$ cat config.mk
export PLATFORM = sky130hd
export DESIGN_NAME = fixed_mac_acc_flat
export DESIGN_NICKNAME = d
export VERILOG_FILES = /design/src/rtl/fixed_mac_acc_if.sv /design/src/rtl/fixed_mac_acc.sv /design/src/flat_wrapper.sv
export SDC_FILE = /design/constraint.sdc
export NUM_CORES = 1
export LEC_CHECK = 0
export BUFFER_PORTS_ARGS = -buffer_cell sky130_fd_sc_hd__buf_2
export CORE_UTILIZATION = 55
export CTS_CLUSTER_DIAMETER = 200
export DETAILED_ROUTE_END_ITERATION = 10
export GPL_TIMING_DRIVEN = 0
export MAX_ROUTING_LAYER = met4
export PLACE_DENSITY_LB_ADDON = 0.2
export REMOVE_ABC_BUFFERS = 1
export SLEW_MARGIN = 20
export SYNTH_ARGS = -nofsm -noshare
export SYNTH_HDL_FRONTEND = slang
export SYNTH_SLANG_ARGS = --single-unit
$ cat constraint.sdc
create_clock -name clk -period 14.4 [get_ports clk]
set_input_delay 0.72 -clock clk [delete_from_list [all_inputs] [get_ports clk]]
set_output_delay 0.72 -clock clk [all_outputs]
set_load 0.01 [all_outputs]
$ cat src/rtl/fixed_mac_acc_if.sv
// Operand stream in, saturated row result out, for the fixed-point MAC stage.
interface fixed_mac_acc_if #(
  parameter int DATA_WIDTH = 18,
  parameter int OUT_WIDTH  = 18
);
  logic signed [DATA_WIDTH-1:0] a_in;
  logic signed [DATA_WIDTH-1:0] b_in;
  logic                         in_valid;
  logic                         in_last;
  logic                         in_ready;
  logic signed [OUT_WIDTH-1:0]  acc_out;
  logic                         out_valid;
  logic                         out_ready;
  logic                         sat_flag;

  // Upstream/downstream side: drives operands and out_ready.
  modport master (
    output a_in, b_in, in_valid, in_last, out_ready,
    input  in_ready, acc_out, out_valid, sat_flag
  );

  // MAC stage side.
  modport slave (
    input  a_in, b_in, in_valid, in_last, out_ready,
    output in_ready, acc_out, out_valid, sat_flag
  );
endinterface

$ cat src/rtl/fixed_mac_acc.sv
// Signed fixed-point multiply-accumulate: one product per beat, summed over a
// row delimited by in_last, then rescaled by FRAC_BITS and saturated.
// Two register stages (product, accumulate/output) share one advance enable,
// so a stalled result freezes the whole pipe.
module fixed_mac_acc #(
  parameter int DATA_WIDTH = 18,
  parameter int FRAC_BITS  = 8,
  parameter int GUARD_BITS = 8,
  parameter int OUT_WIDTH  = 18
) (
  input logic            clk,
  input logic            rst,
  fixed_mac_acc_if.slave bus
);
  localparam int PROD_WIDTH = 2 * DATA_WIDTH;
  localparam int ACC_WIDTH  = PROD_WIDTH + GUARD_BITS;

  localparam logic signed [ACC_WIDTH-1:0] OUT_MAX = ACC_WIDTH'((64'sd1 <<< (OUT_WIDTH - 1)) - 64'sd1);
  localparam logic signed [ACC_WIDTH-1:0] OUT_MIN = ACC_WIDTH'(-(64'sd1 <<< (OUT_WIDTH - 1)));

  logic                         en;
  logic                         xfer;

  logic signed [PROD_WIDTH-1:0] p_r;
  logic                         p_valid;
  logic                         p_last;

  logic signed [ACC_WIDTH-1:0]  acc;
  logic                         first;

  logic signed [ACC_WIDTH-1:0]  acc_base;
  logic signed [ACC_WIDTH-1:0]  acc_next;
  logic signed [ACC_WIDTH-1:0]  scaled;
  logic signed [ACC_WIDTH-1:0]  clipped;
  logic                         clip_hit;
  logic                         acc_step;
  logic                         new_result;

  logic signed [OUT_WIDTH-1:0]  acc_out_r;
  logic                         out_valid_r;
  logic                         sat_r;

  // Advance whenever there is no unconsumed result blocking the output.
  assign en            = !out_valid_r || bus.out_ready;
  assign xfer          = bus.in_valid && en;
  assign acc_step      = en && p_valid;
  assign new_result    = acc_step && p_last;

  assign bus.in_ready  = en;
  assign bus.acc_out   = acc_out_r;
  assign bus.out_valid = out_valid_r;
  assign bus.sat_flag  = sat_r;

  // Product register: captures a*b on every advance; the valid/last tags
  // record whether a real beat entered so idle cycles leave acc untouched.
  always_ff @(posedge clk) begin
    // NOTE: registers use non-blocking assignment so every flop samples the
    // pre-edge values of the others, regardless of statement order.
    if (rst) begin
      p_r     <= '0;
      p_valid <= 1'b0;
      p_last  <= 1'b0;
    end else if (en) begin
      p_r     <= bus.a_in * bus.b_in;
      p_valid <= xfer;
      p_last  <= bus.in_last && xfer;
    end
  end

  // Accumulate, rescale (floor shift) and clip to the output range.
  always_comb begin
    // NOTE: every output of this block gets a default first so no path can
    // leave a value unassigned and infer a latch.
    acc_base = '0;
    clip_hit = 1'b0;
    if (!first) acc_base = acc;
    acc_next = acc_base + {{GUARD_BITS{p_r[PROD_WIDTH-1]}}, p_r};
    scaled   = acc_next >>> FRAC_BITS;
    clipped  = scaled;
    if (scaled > OUT_MAX) begin
      clipped  = OUT_MAX;
      clip_hit = 1'b1;
    end else if (scaled < OUT_MIN) begin
      clipped  = OUT_MIN;
      clip_hit = 1'b1;
    end
  end

  // Accumulator and result register; a new result overrides a consumed one,
  // otherwise a consumed result just drops valid and keeps its value.
  always_ff @(posedge clk) begin
    if (rst) begin
      acc         <= '0;
      first       <= 1'b1;
      acc_out_r   <= '0;
      out_valid_r <= 1'b0;
      sat_r       <= 1'b0;
    end else begin
      if (acc_step) begin
        acc   <= acc_next;
        first <= p_last;
      end
      if (new_result) begin
        acc_out_r   <= clipped[OUT_WIDTH-1:0];
        out_valid_r <= 1'b1;
        if (clip_hit) sat_r <= 1'b1;
      end else if (bus.out_ready) begin
        out_valid_r <= 1'b0;
      end
    end
  end
endmodule
$ cat src/flat_wrapper.sv
// flat-port wrapper written by rule: the top's interface ports become plain ports
module fixed_mac_acc_flat 
#(
  parameter int DATA_WIDTH = 18,
  parameter int FRAC_BITS  = 8,
  parameter int GUARD_BITS = 8,
  parameter int OUT_WIDTH  = 18
)
  (clk, rst, bus_a_in, bus_b_in, bus_in_valid, bus_in_last, bus_out_ready, bus_in_ready, bus_acc_out, bus_out_valid, bus_sat_flag);
  fixed_mac_acc_if #(.DATA_WIDTH(DATA_WIDTH), .OUT_WIDTH(OUT_WIDTH)) bus_i ();
  input logic clk;
  input logic rst;
  input wire logic [$bits(bus_i.a_in)-1:0] bus_a_in;
  input wire logic [$bits(bus_i.b_in)-1:0] bus_b_in;
  input wire logic [$bits(bus_i.in_valid)-1:0] bus_in_valid;
  input wire logic [$bits(bus_i.in_last)-1:0] bus_in_last;
  input wire logic [$bits(bus_i.out_ready)-1:0] bus_out_ready;
  output wire logic [$bits(bus_i.in_ready)-1:0] bus_in_ready;
  output wire logic [$bits(bus_i.acc_out)-1:0] bus_acc_out;
  output wire logic [$bits(bus_i.out_valid)-1:0] bus_out_valid;
  output wire logic [$bits(bus_i.sat_flag)-1:0] bus_sat_flag;
  assign bus_i.a_in = bus_a_in;
  assign bus_i.b_in = bus_b_in;
  assign bus_i.in_valid = bus_in_valid;
  assign bus_i.in_last = bus_in_last;
  assign bus_i.out_ready = bus_out_ready;
  assign bus_in_ready = bus_i.in_ready;
  assign bus_acc_out = bus_i.acc_out;
  assign bus_out_valid = bus_i.out_valid;
  assign bus_sat_flag = bus_i.sat_flag;
  fixed_mac_acc #(.DATA_WIDTH(DATA_WIDTH), .FRAC_BITS(FRAC_BITS), .GUARD_BITS(GUARD_BITS), .OUT_WIDTH(OUT_WIDTH)) u_core (.clk(clk), .rst(rst), .bus(bus_i));
endmodule
==> impl_results.md, run 1 <==
- Worst-margin pin slew: between 0.8 and 0.9 ns
- Die height: 187 um
- DRC: 0
- Initial core utilization: about 56%
- Die ar.: 34,900 um^2
- Via density per instance: 5.44
- Critical Path Sink Type: flip-flop
- H-tree levels: 3
- Clk_lat worst skew: 0.35 ns
- Worst hold slack: 0.449 ns
- WP data arrival: 7.51 ns
- Clock-pin slew on the worst setup and hold paths: roughly 0.080 ns
- Pre-antenna DRT Iters: 5
- HP Class: reg -> reg
- Placer Congestion: 0.883
- Startpoint types: primary input
- # setup viols final: 0
- # nets final: 2,724
- Unrepaired setup endpoints after global routing: no
- Largest net degree at the start of global routing: 65
- Layout Skew: 0.0136 ns
- Non-filler cells, final: 2,670
- Global routing usage on met1: about 34%
- GRT overflow: 0
- Port Buf Inserts: 61
- Number of library cell types mapped by synthesis: 81
- Die X: 187 um
- Number of flops mapped to enable cells by yosys: 0
- Site row count: 67
- Post-synthesis average cell area: ~8.4 um^2
- Share of layout cells above drive strength 1: under 10%
- DR WL/cell: 15.7 um
- WHS Path Cells: 2
- CP peak stage delay: 0.60 ns
- CTS Buffer Depth: 2
- Cts hold-fix bufs: 0
- Count leader, synth: inv_1
- Slowest CP cell: fa_1
- Top post-synthesis cells by area: fa_1 (35%), dfxtp_1 (11%), ha_1 (9.1%)
- Crit Reg-Reg Startpoint: u_core.first
- First-pass GRT wire length: 73,900 um
- Clock sinks: a little over 100
- Required @ worst endpoint: 14.65 ns
- Synth area leader: fa_1
- Via count: 14,500
- Crit share post-route: 50.4%
- PostCTS Resize Cnt: 0
- Reg2reg end: u_core.bus.acc_out[8]
- Total core area: approximately 34,000 um^2
- Register bit total from synthesis: 103
- Detail Route Antenna Nets: 0
- R2R Setup Slk: 9.72 ns
- DRT iter0 DRCs: 701
- Sequential share of the synthesized area: 11.0%
- Worst slew margin: 40.2%
- Met2 global-route usage: 46.5%
- Crit path to: u_core.p_r[34]
- Prevailing post-synth register cell: dfxtp_1
- Crit path top cell by count: fa_1
- Final Max Slew Viols: 0
- Critical-path cell list: buf_2, and2_1, fa_1, inv_1, fa_1, fa_1, inv_1, fa_1, fa_1, inv_1, fa_1, inv_1, ha_1, nand3_1, a31oi_1, o21a_1, a311oi_1, o21ai_0, a311o_1, a31o_2, and2_1, o311ai_0, or4_1, nand3_1
- Reg2reg path depth: 14
- Crit. Startpoint: bus_b_in[8]
- Root buffer cell: clkbuf_16
- Placed instance count: 2,654
- I/O pin count: 62
- Synth Instances: 2,234
- Highest clock rate: 138 MHz
- Worst-path fanout max: 18
- Top-area cell type share of the netlist area: 35.2%
- TritonCTS clock tree: yes
- CP Class: in -> reg
- Met3 global-route usage: 2.18%
- Final min period: 7.26 ns
- Yosys warns: 0
- Area grow syn2layout: 4.71%
- Synth Cell Area: ~19,000 um^2
- Post-CTS Setup Repair Bufs: 0
- Antenna violations before repair: 0
- Fill count: 3,138
- Detailed Place HPWL: 34,200 um
- Final hold vios: 0
- Total CTS buffers: 9
- Routed wire length: 41,800 um
- Busiest layer in global routing: met2
- Antenna Cells: 0
- Total global-route track usage: between 20% and 30%
- Max Cap Viol: 0
- Vias in the first global route: 15,200
- Status: completed
- Synth top cells by count: inv_1 (421), nand2_1 (333), fa_1 (330)
- Async S/R FF share, synth: 0%
- Total Neg Setup Slack: 0 ns
[kinds of logic after synthesis]
kind of cell / after synthesis / share of synthesized area, %
buf+inv: 514 / 10.4
compound gates: 329 / 11.8
flops: 103 / 11.0
mux: 6 / 0.333
fa+ha+maj: 466 / 44.2
xor+xnor: 59 / 2.75
simple gates: 757 / 19.5
[worst min-delay path by stage]
stage | start | endpoint | slack (ns)
floorplan | u_core.acc[4] | u_core.acc[4] | 0.42
global placement | u_core.acc[4] | u_core.acc[4] | 0.44
detailed placement | u_core.acc[7] | u_core.acc[7] | 0.44
CTS | u_core.acc[7] | u_core.acc[7] | 0.45
global route | u_core.acc[30] | u_core.acc[30] | 0.47
finish | u_core.acc[7] | u_core.acc[7] | 0.45
[stage by stage]
step	area (um^2)	utilization, %	setup WS, ns
floorplan	18400	-	7.79
global placement	19300	57.5	6.48
detailed placement	19400	57.8	6.86
CTS	19700	58.6	7.20
global route	19700	58.6	6.64
finish	19700	58.6	7.14
[metal layers]
layer | up-vias | wire length, um
met2 | 238 | 21400
met4 | 0 | 756
met1 | 7298 | 18400
li1 | 6942 | -
met5 | - | 0
met3 | 52 | 1250
[sequential cells by signal (all words and copies together) (netlist names)]
register              flops
u_core.p_last             1
u_core.p_r               36
u_core.bus.sat_flag       1
u_core.first              1
u_core.bus.out_valid      1
u_core.acc               44
u_core.bus.acc_out       18
u_core.p_valid            1
[layout make-up]
type	instances	area [um^2]	share of cell area, %
clock buffer	10	239	1.22
clock inverter	6	51.3	0.261
inverter	422	1580	8.05
multi-input combinational	1617	14800	75.2
sequential	103	2060	10.5
tap	448	561	2.85
timing repair buffer	64	375	1.91
[cell usage in the layout (no fill, tap or decap), types with 4 or more instances in the layout]
cell and instances:
inv_1 420, nand2_1 332, fa_1 330, and2_1 155, ha_1 136, a21oi_1 132
nor2_1 102, dfxtp_1 102, buf_2 60, nor2b_1 49, xnor2_1 38, o21ai_0 34
nand3_1 28, a21o_1 27, xor2_1 21, o211ai_1 20, nand4_1 16, nor3_1 15
o21a_1 13, a211oi_1 12, nand2b_1 11, o21bai_1 11, a31oi_1 10, or3_1 9
and3_1 9, o311ai_0 9, clkbuf_16 9, a21boi_0 6, o31ai_1 6, nor4_1 5
nor4b_1 5, o21ai_1 4, mux2i_1 4
[worst max-delay path, delay by kind of cell]
family                     cells  cell delay [ns]
AOI/OAI and AO/OA              7             1.96
adders and majority gates      7             3.53
buffers and inverters          5             0.45
and+or+nand+nor                5             0.80
Power of run 1 is not shown: default switching activity piles up to over one toggle a cycle in this logic, so the estimate is an artifact.
==> run 2, diff against run 1 <==
==> constraint.sdc (replaced) <==
create_clock -name clk -period 6.61 [get_ports clk]
set_input_delay 0.3305 -clock clk [delete_from_list [all_inputs] [get_ports clk]]
set_output_delay 0.3305 -clock clk [all_outputs]
set_load 0.01 [all_outputs]
==> run 2 against run 1 <==
Net effect: worst hold slack got worse by 0.21 ns; largest cell class unchanged; critical path depth decreased by 1; core utilization up 0.35 points; final cell count increased by 0.15%; register-to-register slack worse by 7.8 ns; flip-flop and latch count unchanged; critical endpoint is now u_core.p_r[32]; design area up 0.59%; setup slack got worse by 6.9 ns; global-route usage barely moved; wire length is 0.40% higher; sequential share of layout area shrank 0.062 points.
==> impl_results.md, run 2 (synthesized netlist as in run 1, its figures left out) <==
- H-tree levels: 3 (unchanged)
- Clock-pin slew on the worst setup and hold paths: 0.08 ns (about the same)
- Site row count: 67 (unchanged)
- Share of layout cells above drive strength 1: 5.53% (was 4.86%)
- Worst Slack Setup Final: 0.255 ns (was 7.14 ns)
- Routed wire length: 42,000 um (was 41,800 um)
- Crit share post-route: 96.1%
- CP Class: in -> reg (unchanged)
- Layout Skew: 0.0131 ns (was 0.0136 ns)
- Die ar.: 34,900 um^2 (unchanged)
- Via density per instance: 5.46 (was 5.44)
- Worst slew margin: 40.3% (was 40.2%)
- Required @ worst endpoint: 6.86 ns (was 14.65 ns)
- WP data arrival: 6.61 ns (was 7.51 ns)
- Most common cell after layout, fill and taps aside: inv_1 (unchanged)
- Detailed Place HPWL: 34,200 um (unchanged)
- Final Util: 59.0% (was 58.6%)
- First-pass GRT wire length: 73,900 um (about the same)
- Initial core utilization: 56.0% (unchanged)
- # setup viols final: 0 (unchanged)
- Via count: 14,600 (was 14,500)
- R2R Setup Slk: 1.95 ns (was 9.72 ns)
- Worst-margin pin slew: 0.892 ns (was 0.894 ns)
- HP Class: in -> reg (was reg -> reg)
- Buf/Inv on CP: 4 (was 5)
- Cts hold-fix bufs: 0 (unchanged)
- Pre-antenna DRT Iters: 5 (unchanged)
- CP peak stage delay: 0.60 ns (about the same)
- Commonest cells after routing, fill and taps aside: inv_1 (419), nand2_1 (332), fa_1 (330) (was inv_1 (420), nand2_1 (332), fa_1 (330))
- Max Cap Viol: 0 (unchanged)
- Slowest CP cell: fa_1 (unchanged)
- Final hold vios: 0 (unchanged)
- # nets final: 2,728 (was 2,724)
- Vias in the first global route: 15,200 (unchanged)
- Critical Path Sink Type: flip-flop (unchanged)
- Clock sinks: 103 (unchanged)
- Largest register FFs: 44 (unchanged)
- Total global-route track usage: 26.5% (about the same)
- CTS Buffer Depth: 2 (unchanged)
- Final min period: about 6.4 ns
- I/O pin count: 62 (unchanged)
- Clk_lat worst skew: 0.35 ns (about the same)
- Crit path top cell by count: fa_1 (unchanged)
- Largest net degree at the start of global routing: 65 (unchanged)
- TritonCTS clock tree: yes (unchanged)
- Startpoint types: primary input (unchanged)
- Area grow syn2layout: 5.33% (was 4.71%)
- Die X: 187 um (unchanged)
- Setup WS pre-CTS: -0.544 ns (was 6.86 ns)
- DRC: 0 (unchanged)
- Placer Congestion: 0.883 (unchanged)
- Die height: 187 um (unchanged)
- Root buffer cell: clkbuf_16 (unchanged)
- Largest Register: u_core.acc (unchanged)
- Fill count: 3,118 (was 3,138)
- Largest delay share family, worst path: adder cells (unchanged)
- GRT overflow: 0 (unchanged)
- Antenna violations before repair: 0 (unchanged)
- DR WL/cell: 15.7 um (about the same)
- Critical-path cell list: buf_2, nand2_1, fa_1, fa_1, fa_1, inv_1, fa_1, fa_1, inv_1, fa_1, inv_1, ha_2, nand3_1, a31oi_1, o21a_1, a311oi_2, o21ai_2, a311o_1, a31o_2, and2_1, o31ai_2, mux2i_1, nand2_1 (was buf_2, and2_1, fa_1, inv_1, fa_1, fa_1, inv_1, fa_1, fa_1, inv_1, fa_1, inv_1, ha_1, nand3_1, a31oi_1, o21a_1, a311oi_1, o21ai_0, a311o_1, a31o_2, and2_1, o311ai_0, or4_1, nand3_1)
- Total CTS buffers: 9 (unchanged)
- Total core area: 33,500 um^2 (unchanged)
- Worst-path fanout max: 18 (unchanged)
- Final Max Slew Viols: 0 (unchanged)
- Total Neg Setup Slack: 0 ns (unchanged)
- DRT iter0 DRCs: 745 (was 701)
- Unrepaired setup endpoints after global routing: no (unchanged)
- Port Buf Inserts: 61 (unchanged)
- Status: completed (unchanged)
- Detail Route Antenna Nets: 0 (unchanged)
- Antenna Cells: 0 (unchanged)
- Highest clock rate: 157 MHz
run 2: stage by stage:
| stage | std cells | instance area [um^2] | hold WS (ns) |
|---|---|---|---|
| 4_1_cts | 2670 | 19700 | 0.230 |
| 2_1_floorplan | 2142 | 18400 | 0.400 |
| 5_1_grt | 2674 | 19800 | 0.252 |
| 3_5_place_dp | 2654 | 19400 | 0.438 |
| 3_3_place_gp | 2651 | 19300 | 0.436 |
| 6_report | 2674 | 19800 | 0.236 |
run 2: routing by layer:
metal  vias up  track usage, %  part of all wire [%]
met5         -               -                     0
met4         0            5.11                   1.7
met3        52            2.18                   3.2
met2       263            46.5                    51
met1      7334            33.6                    44
li1       6956               -                     -
run 2: timing repair:
action | 4_1_cts | 5_1_grt
setup buffers | 0 | 4
endpoints found under the setup margin | 2 | 7
gates resized for setup | 3 | 33
pin swaps | 0 | 1
run 2: area by class of cell:
class / count / area, um^2 / area share (%)
Sequential cell: 103 / 2060 / 10.4
Tap cell: 448 / 561 / 2.83
Clock buffer: 10 / 239 / 1.21
Inverter: 422 / 1590 / 8.03
Multi-Input combinational cell: 1617 / 14800 / 75.0
Timing Repair Buffer: 68 / 438 / 2.21
Clock inverter: 6 / 51.3 / 0.259
run 2: final timing paths:
check / startpoint / to / cells past startpoint
max reg2reg: u_core.first / u_core.bus.acc_out[8] / 14
min: bus_in_valid / u_core.p_valid / 3
min reg2reg: u_core.acc[7] / u_core.acc[7] / 2
max: bus_b_in[5] / u_core.p_r[32] / 23
run 2: worst min-delay path: stages:
cell     delay, ns
buf_2         0.11
nand2_1       0.05
a21oi_1       0.05
Power of run 2 is left out for the same reason.
==> run 3, diff against run 2 <==
==> constraint.sdc (replaced) <==
create_clock -name clk -period 6.7 [get_ports clk]
set_input_delay 0.335 -clock clk [delete_from_list [all_inputs] [get_ports clk]]
set_output_delay 0.335 -clock clk [all_outputs]
set_load 0.01 [all_outputs]
==> run 3 against run 2 <==
Net effect: critical path depth rose by 1; core utilization fell by 0.13 points; design area shrank 0.22%; register-to-register slack gained 0.08 ns; final cell count fell by 0.11%; global-route usage is essentially flat; worst hold slack improved by 0.0041 ns; first-iteration DRC count rose by 0.94%; flip-flop and latch count unchanged; clock skew up 0.00053 ns; sequential share of layout area is essentially flat; via count shrank 0.55%; critical endpoint unchanged.
==> impl_results.md, run 3 (synthesized netlist as in run 1, its figures left out) <==
- Status: completed (unchanged)
- Largest register FFs: 44 (unchanged)
- DP Area: 19,400 um^2 (unchanged)
- Via density per instance: 5.44 (was 5.46)
- Total Neg Setup Slack: 0 ns (unchanged)
- Unrepaired setup endpoints after global routing: no (unchanged)
- Highest clock rate: 155 MHz
- Routed wire length: 41,800 um (was 42,000 um)
- Clock-pin slew on the worst setup and hold paths: 0.08 ns (about the same)
- Critical Path Sink Type: flip-flop (unchanged)
- Die height: 187 um (unchanged)
- Largest Register: u_core.acc (unchanged)
- Vias in the first global route: 15,200 (unchanged)
- TritonCTS clock tree: yes (unchanged)
- Detail Route Antenna Nets: 0 (unchanged)
- Final min period: roughly 6.4 ns
- Detailed Place HPWL: 34,200 um (unchanged)
- Required @ worst endpoint: 6.95 ns (was 6.86 ns)
- Most common cell after layout, fill and taps aside: inv_1 (unchanged)
- Antenna Cells: 0 (unchanged)
- Fin area: 19,700 um^2 (was 19,800 um^2)
- Share of layout cells above drive strength 1: 5.35% (was 5.53%)
- Area grow syn2layout: 5.10% (was 5.33%)
- Die X: 187 um (unchanged)
- GRT overflow: 0 (unchanged)
- # nets final: 2,725 (was 2,728)
- Total global-route track usage: 26.5% (about the same)
- Antenna violations before repair: 0 (unchanged)
- WP data arrival: 6.69 ns (was 6.61 ns)
- I/O pin count: 62 (unchanged)
- Layout Skew: 0.0136 ns (was 0.0131 ns)
- Commonest cells after routing, fill and taps aside: inv_1 (420), nand2_1 (332), fa_1 (330) (was inv_1 (419), nand2_1 (332), fa_1 (330))
- HP Class: in -> reg (unchanged)
- Final Util: 58.9% (was 59.0%)
- Crit Reg-Reg Startpoint: u_core.first (unchanged)
- Worst-path fanout max: 18 (unchanged)
- Pre-antenna DRT Iters: 6 (was 5)
- Startpoint types: primary input (unchanged)
- Root buffer cell: clkbuf_16 (unchanged)
- Max Cap Viol: 0 (unchanged)
- Crit share post-route: 96.0%
- Via count: 14,500 (was 14,600)
- DR WL/cell: 15.7 um (about the same)
- Critical-path cell list: clkbuf_4, and2_1, fa_1, inv_1, fa_1, fa_1, inv_1, fa_1, fa_1, inv_1, fa_1, inv_1, ha_2, nand3_1, a31oi_1, o21a_1, a311oi_2, o21ai_2, a311o_1, a31o_2, and2_1, o31ai_2, mux2i_1, nand2_1 (was buf_2, nand2_1, fa_1, fa_1, fa_1, inv_1, fa_1, fa_1, inv_1, fa_1, inv_1, ha_2, nand3_1, a31oi_1, o21a_1, a311oi_2, o21ai_2, a311o_1, a31o_2, and2_1, o31ai_2, mux2i_1, nand2_1)
- First-pass GRT wire length: 73,900 um (about the same)
- Total core area: 33,500 um^2 (unchanged)
- Reg2reg end: u_core.bus.acc_out[8] (unchanged)
- Largest net degree at the start of global routing: 65 (unchanged)
- WHS Endpoint: u_core.p_valid (unchanged)
- Final Max Slew Viols: 0 (unchanged)
- Worst slew margin: 40.2% (was 40.3%)
- Clk_lat worst skew: 0.36 ns (was 0.35 ns)
- Port Buf Inserts: 61 (unchanged)
- WHS Path Cells: 3 (unchanged)
- Slowest CP cell: fa_1 (unchanged)
- Worst-margin pin slew: 0.894 ns (was 0.892 ns)
- Hold Startpoint: bus_in_valid (unchanged)
- R2R Setup Slk: 2.03 ns (was 1.95 ns)
- Final hold vios: 0 (unchanged)
- Site row count: 67 (unchanged)
- Placer Congestion: 0.883 (unchanged)
- DRC: 0 (unchanged)
- Reg2reg path depth: 14 (unchanged)
- CP peak stage delay: 0.60 ns (about the same)
- H-tree levels: 3 (unchanged)
- CP Class: in -> reg (unchanged)
- DRT iter0 DRCs: 752 (was 745)
- Initial core utilization: 56.0% (unchanged)
- Total CTS buffers: 9 (unchanged)
- Crit path top cell by count: fa_1 (unchanged)
- # setup viols final: 0 (unchanged)
- Die ar.: 34,900 um^2 (unchanged)
- Clock sinks: 103 (unchanged)
- CTS Buffer Depth: 2 (unchanged)
-- run 3: cell types whose count changed in the layout (fill, tap and decap cells not counted) --
cell        delta
buf_2          +7
clkinvlp_4     -1
buf_4         -10
inv_1          +1
-- run 3: cell type report --
cell class,count,area (um^2)
Multi-Input combinational cell,1617,14800
Fill cell,3123,13800
Sequential cell,103,2060
Inverter,422,1580
Tap cell,448,561
Timing Repair Buffer,65,398
Clock buffer,10,239
Clock inverter,6,51.3
-- run 3: how the worst max path moves through the flow --
| stage | startpoint | end | slack [ns] | depth (start not counted) |
|---|---|---|---|---|
| 2_1_floorplan | bus_b_in[8] | u_core.p_r[34] | 0.48 | 23 |
| 3_3_place_gp | bus_out_ready | u_core.acc[8] | -0.83 | 7 |
| 3_5_place_dp | bus_b_in[8] | u_core.p_r[34] | -0.46 | 24 |
| 4_1_cts | bus_b_in[8] | u_core.p_r[34] | 0.02 | 24 |
| 5_1_grt | bus_b_in[8] | u_core.p_r[32] | 0.02 | 24 |
| 6_report | bus_b_in[8] | u_core.p_r[32] | 0.27 | 24 |
-- run 3: repair_timing --
item                       CTS  global route
setup endpoints to repair    2             6
pin swaps                    0             1
gates resized for setup      2            19
hold buffers                 0             0
buffers inserted             0             1
-- run 3: critical path: cells and delay by family --
kind                     cells  cell delay, ns
AO/OA/AOI/OAI                7            1.58
adder cells (fa/ha/maj)      7            3.48
buffers and inverters        5            0.44
multiplexers                 1            0.21
AND/OR/NAND/NOR              4            0.60
-- run 3: stage by stage --
step | std cells | hold slack [ns] | setup slack [ns]
after global placement | 2651 | 0.436 | -0.833
after detailed placement | 2654 | 0.438 | -0.458
final | 2671 | 0.240 | 0.267
after CTS | 2670 | 0.235 | 0.0242
after global routing | 2671 | 0.256 | 0.0187
after floorplan | 2142 | 0.404 | 0.476
-- run 3: routing by layer --
metal / routed length (um) / GRT usage (%)
met2: 21500 / 46.5
met1: 18400 / 33.6
met5: 0 / -
met4: 741 / 5.11
met3: 1210 / 2.18
Power of run 3 is left out for the same reason.
